===== src/rtl/reg_file_wb.sv =====
// ============================================================================
//  Module      : reg_file_wb
//  Description : RV32 integer register file with write-first bypass and a
//                per-register pending-write scoreboard for the hazard unit.
//  Revision    : 1.0 - initial release
// ============================================================================
`default_nettype none

module reg_file_wb #(
   parameter int XLEN    = 32,
   parameter int SB_BITS = 2
) (
   input  logic            CLK,
   input  logic            RST,
   input  logic            WB_WRITE_ENABLE,
   input  logic [XLEN-1:0] WB_WRITE_DATA,
   input  logic [4:0]      WB_RD,
   input  logic [4:0]      ID_RS1,
   input  logic [4:0]      ID_RS2,
   output logic [XLEN-1:0] ID_READ_DATA1,
   output logic [XLEN-1:0] ID_READ_DATA2,
   input  logic            ID_ISSUE_VALID,
   input  logic            ID_ISSUE_WRITE_ENABLE,
   input  logic [4:0]      ID_ISSUE_RD,
   input  logic            SQUASH_VALID,
   input  logic [4:0]      SQUASH_RD,
   output logic            ID_RS1_PENDING,
   output logic            ID_RS2_PENDING,
   output logic            SB_ERROR
);

   localparam int SB_MAX = (1 << SB_BITS) - 1;

   logic [XLEN-1:0] rf_w [0:31];
   logic [31:0]     pend_w;
   logic [31:1]     err_vec_w;
   logic            sb_error_q;

   // Entry 0 is the hardwired zero register: no storage, no counter.
   assign rf_w[0]   = '0;
   assign pend_w[0] = 1'b0;

   generate
      for (genvar r = 1; r < 32; r++) begin : g_regs
         logic [XLEN-1:0]    reg_q;
         logic [SB_BITS-1:0] cnt_q;
         logic [SB_BITS-1:0] cnt_d;
         logic               inc_w;
         logic               dec_wb_w;
         logic               dec_sq_w;
         logic               err_w;
         int                 sum_w;

         assign inc_w    = ID_ISSUE_VALID && ID_ISSUE_WRITE_ENABLE && (ID_ISSUE_RD == 5'(r));
         assign dec_wb_w = WB_WRITE_ENABLE && (WB_RD == 5'(r));
         assign dec_sq_w = SQUASH_VALID && (SQUASH_RD == 5'(r));

         // Net change may range from -2 to +1; clamp and flag out-of-range results.
         always_comb begin
            sum_w = int'(cnt_q) + int'(inc_w) - int'(dec_wb_w) - int'(dec_sq_w);
            err_w = 1'b0;
            cnt_d = cnt_q;
            if (sum_w > SB_MAX) begin
               cnt_d = SB_BITS'(SB_MAX);
               err_w = 1'b1;
            end else if (sum_w < 0) begin
               cnt_d = '0;
               err_w = 1'b1;
            end else begin
               cnt_d = SB_BITS'(sum_w);
            end
         end

         always_ff @(posedge CLK) begin
            if (RST) begin
               reg_q <= '0;
               cnt_q <= '0;
            end else begin
               if (dec_wb_w) begin
                  reg_q <= WB_WRITE_DATA;
               end
               cnt_q <= cnt_d;
            end
         end

         assign rf_w[r]      = reg_q;
         assign pend_w[r]    = |cnt_q;
         assign err_vec_w[r] = err_w;
      end
   endgenerate

   always_ff @(posedge CLK) begin
      if (RST) begin
         sb_error_q <= 1'b0;
      end else begin
         sb_error_q <= sb_error_q | (|err_vec_w);
      end
   end

   always_comb begin
      ID_READ_DATA1 = rf_w[ID_RS1];
      if (ID_RS1 == 5'd0) begin
         ID_READ_DATA1 = '0;
      end else if (WB_WRITE_ENABLE && (WB_RD == ID_RS1)) begin
         ID_READ_DATA1 = WB_WRITE_DATA;
      end
   end

   always_comb begin
      ID_READ_DATA2 = rf_w[ID_RS2];
      if (ID_RS2 == 5'd0) begin
         ID_READ_DATA2 = '0;
      end else if (WB_WRITE_ENABLE && (WB_RD == ID_RS2)) begin
         ID_READ_DATA2 = WB_WRITE_DATA;
      end
   end

   // Pending reflects the pre-edge count; same-cycle retires are forwarded elsewhere.
   assign ID_RS1_PENDING = pend_w[ID_RS1];
   assign ID_RS2_PENDING = pend_w[ID_RS2];
   assign SB_ERROR       = sb_error_q;

endmodule

`default_nettype wire


===== config.mk =====
export PLATFORM = sky130hd
export DESIGN_NAME = reg_file_wb
export DESIGN_NICKNAME = d
export VERILOG_FILES = /design/src/rtl/reg_file_wb.sv
export SDC_FILE = /design/constraint.sdc
export NUM_CORES = 2
export LEC_CHECK = 0
export ABC_AREA = 0
export ABC_CLOCK_PERIOD_IN_PS = 5300
export CAP_MARGIN = 20
export CORE_MARGIN = 2
export CORE_UTILIZATION = 35
export CTS_CLUSTER_SIZE = 28
export DETAILED_ROUTE_END_ITERATION = 16
export GPL_TIMING_DRIVEN = 0
export HOLD_SLACK_MARGIN = 0.05
export PLACE_DENSITY = 0.57
export SYNTH_ARGS = -nofsm -noshare
export SYNTH_HDL_FRONTEND = slang
export SYNTH_SLANG_ARGS = --single-unit

===== constraint.sdc =====
create_clock -name CLK -period 5.3 [get_ports CLK]
set_clock_uncertainty 0.1 [all_clocks]
set_input_delay 1.06 -clock CLK [delete_from_list [all_inputs] [get_ports CLK]]
set_output_delay 1.06 -clock CLK [all_outputs]
set_load 0.005 [all_outputs]

==> run summary <==
The logs give 0 for the number of failing hold endpoints at the final stage and 0 for the detailed-route DRC error count. The tools report the overall routing resource usage as 39.49%. For this design the ratio of total power to cell area is 322.0 nW/um2. Port buffering added 84 buffers. For the net count of the mapped netlist, the log shows 7,207. The tools report the net switching power as 7.342 mW.

After synthesis, the largest family of logic cells by area is multiplexers. Based on the critical path, the design can be clocked at up to 0.1815 GHz. The synthesized netlist devotes 14.72% of its cell area to compound gates. The initial utilization of the core area, before any placement, comes to 35.19%. The number of flops mapped to enable cells by yosys is 0. After clock tree synthesis, the clock-pin slew on the worst setup and hold paths is 0.06 ns.

The first detailed-routing pass took 9 iterations. Data on the critical path arrives at its endpoint at 4.35 ns. Among all flip-flop cells after synthesis, the most frequent one is dfxtp_1.

Number of routed nets with antenna violations: 0. Cells with a size suffix above 1 make up 17.01% of the layout. The final total negative setup slack was -4.063 ns; the number of H-tree levels was 3. The number of antenna violations at the first check in global routing was 21; the count of placed standard cells in the final layout, fillers left out was 9,478.

By instance count, the leading cell after synthesis is nand2_1. The portion of netlist area occupied by mux cells was 21.25%; the period utilization was 103.9%. For the pin with the worst max-slew slack, the measured transition is 1.356 ns. The logs give -0.2087 ns for the worst setup slack after layout and 59,870 for the overall via count from detail_route.

The final wirelength is 352,700 um, and the wire length of the first global-routing pass is 467,300 um. The logs give 1,055 for the clock sink count and 3 for the maximum count of clock buffers along a single path. In this run the mean area of a mapped cell was 8.589 um2. For this run the aggregate overflow at the end of global routing stands at 0. In this run, post-CTS hold repair placed 0 buffers. In this run the tightest slew margin relative to its limit is 9.591%. The area share of xor/xnor cells in the synthesized design was 0.6330%. The kind of end point of the critical path is an output pin. The chip height was 416.3 um; the number of buffers inserted during clock tree synthesis was 121. The buffer cell driving the clock tree root was clkbuf_16.

Setup repair after global routing could not meet its margin everywhere. STA puts the critical path data required time at 4.14 ns. After floorplanning, the core was divided into 151 placement rows. The fraction of the mapped netlist area in simple logic gates works out to 16.79%. Yosys attributes the largest share of cell area to dfxtp_1 (35%), mux4_2 (16%), nand2_1 (13%). The count of distinct cell types in the synthesized netlist is 58.

The flow ran to the end, but the final reports show violations. Of the post-synthesis cell area, the dominant cell type holds 35.50%. For the combined area of all synthesized cells, the log shows 59,500 um2. The critical path in this run is classified as in -> out. After Yosys synthesis, full adders, half adders and majority gates account for 4.954% of the synthesized area.

Of the total power, the share spent switching nets is 32.49%. Internal power comes to 15.25 mW. Across the VDD grid, the largest voltage drop is 265.0 uV.

TritonCTS built the clock tree. The proportion of register bits with asynchronous set or reset after synthesis works out to 0%. The clock reaches the later pin of the worst-skew pair after 0.79 ns.

Across all register-to-register paths, the minimum setup slack is 2.14 ns. The detailed router finished its first iteration with 9,275 violations. The time the worst path needs with I/O delays and setup is 5.509 ns. Pin placement for this block handled 130 I/O pins.

The die width is 416.3 um. Counting the fill cells in the layout gives 16,770. Along the worst path, the maximum fanout reaches 10. The routed via count divided by cell count was 6.317; the max-slew violation count was 0. Counting flops and latches in the post-synthesis netlist gives 1,055. The tools report the post-layout total power as 22.60 mW.

Class of the tightest hold or removal check: reg -> reg. The number of global-route vias before repair is 54,790, and the half-perimeter wire length after placement is 267,900 um. The run gives 169,100 um2 as the core area. By count the netlist is led by nand2_1 (2,130), a21oi_1 (1,121), dfxtp_1 (1,055), mux4_2 (423), clkbuf_1 (405).

Per report_power, the combinational group accounts for 21.0% of the total. Per report_power, the sequential group accounts for 37.8% of the total. The signed area change from the synthesized netlist to the final layout works out to 17.95%.

Yosys printed 0 warnings. The checks that failed: negative setup slack. The floorplan step defined a die boundary enclosing 173,300 um2. The final layout contains 7,436 nets. After detailed placement, the design holds a cell count of 9,258.

The clock network burns 41.3% of the power. The routed length per placed instance was 37.21 um; the total of endpoints with negative setup slack in the final report was 51. At the end of routability-driven placement, the weighted congestion stood at 1.120.

For this run, the register share of the synthesized area comes to 35.50%. For the number of instances in the synthesized netlist, the log shows 6,927. STA classifies the critical path startpoint as a primary input. Entering global routing, the biggest net connects 17 pins. Across the run, the number of max-cap violations was 0. The largest area contributor in the netlist was dfxtp_1. The analysis attributes to cell leakage a power of 24.10 nW.
[registers in the layout (all words and copies together), names as in the netlist]
name / cells
g_regs.cnt_q: 62
SB_ERROR: 1
g_regs.reg_q: 992
[worst max-delay path, cell delays in order]
cell	delay, ns
clkbuf_1	0.46
buf_4	0.43
clkbuf_4	0.43
clkbuf_2	0.35
buf_8	0.21
a21oi_1	0.05
a311oi_1	0.56
o31ai_4	0.21
clkdlybuf4s50_1	0.52
[path summary, 6_finish.rpt]
kind | startpoint | to | cells after the start
setup / recovery | ID_RS1[4] | ID_READ_DATA1[15] | 9
hold / removal | g_regs[22].reg_q[25] | g_regs[22].reg_q[25] | 2
setup reg to reg | g_regs[2].cnt_q[0] | SB_ERROR | 8
hold reg to reg | g_regs[22].reg_q[25] | g_regs[22].reg_q[25] | 2
[placed cells by master (no fill, tap or decap), types with 37 or more instances in the layout]
cell / instances
a211oi_1: 76
a21boi_0: 41
a21oi_1: 1080
a21oi_2: 37
buf_1: 63
buf_4: 55
buf_6: 63
buf_8: 41
clkbuf_1: 370
clkbuf_16: 124
clkbuf_2: 51
clkdlybuf4s50_1: 81
dfxtp_1: 1055
ha_1: 186
inv_1: 145
mux2_2: 104
mux2i_1: 139
mux4_2: 423
nand2_1: 2125
nor2_1: 200
nor3_1: 41
o21ai_0: 46
[metal layers]
metal | GRT usage [%] | up-vias | wire, um
met2 | 54.92 | 4631 | 141300
met1 | 49.18 | 29570 | 129600
li1 | - | 24550 | -
met3 | 14.45 | 1104 | 48670
met5 | 0.3612 | - | 218
met4 | 30.69 | 14 | 32940
[layout make-up]
cell class	count	area (um2)	area share [%]
inverters	171	739.5	1.054
flip-flops and latches	1055	21120	30.10
clock inverters	47	699.4	0.9966
clock buffers	174	3581	5.103
multi-input cells	5039	36120	51.46
plain buffers	631	3699	5.270
diodes	6	15.01	0.02139
repair buffers	137	1433	2.041
well taps	2218	2775	3.954
[cell families after synthesis]
logic type | after synthesis
muxes | 702
xor gates and xnor gates | 43
buffers and inverters | 833
adders and majority gates | 217
and+or+nand+nor | 2541
DFF | 1055
AOI/OAI and AO/OA | 1536
[what timing repair did]
action | 4_1_cts | 5_1_grt
setup buffers | 16 | 8
hold endpoints to repair | 0 | 0
pin swaps | 20 | 9
setup endpoints to repair | 95 | 51
gates resized for setup | 503 | 74
[stage by stage]
stage | worst slack (ns) | area (um2) | utilization [%] | hold slack (ns)
3_5_place_dp | -2.239 | 63490 | 37.55 | 0.3569
3_3_place_gp | -2.556 | 63110 | 37.33 | 0.3486
2_1_floorplan | 0.6695 | 59500 | - | 0.3413
5_1_grt | -0.1390 | 70170 | 41.50 | 0.3809
6_report | -0.2087 | 70180 | 41.50 | 0.3649
4_1_cts | -0.1336 | 69770 | 41.26 | 0.3648
[power by group through the flow]
stage / Combinational, mW / Clock, mW / Sequential (mW)
detailed placement: 4.31 / 0 / 8.70
finish: 4.74 / 9.32 / 8.53
floorplan: 2.54 / 0 / 8.62
CTS: 4.50 / 9.26 / 8.53
global route: 4.88 / 9.57 / 8.57
global placement: 4.21 / 0 / 8.69
Note: power is estimated with default switching activity, not from simulation.
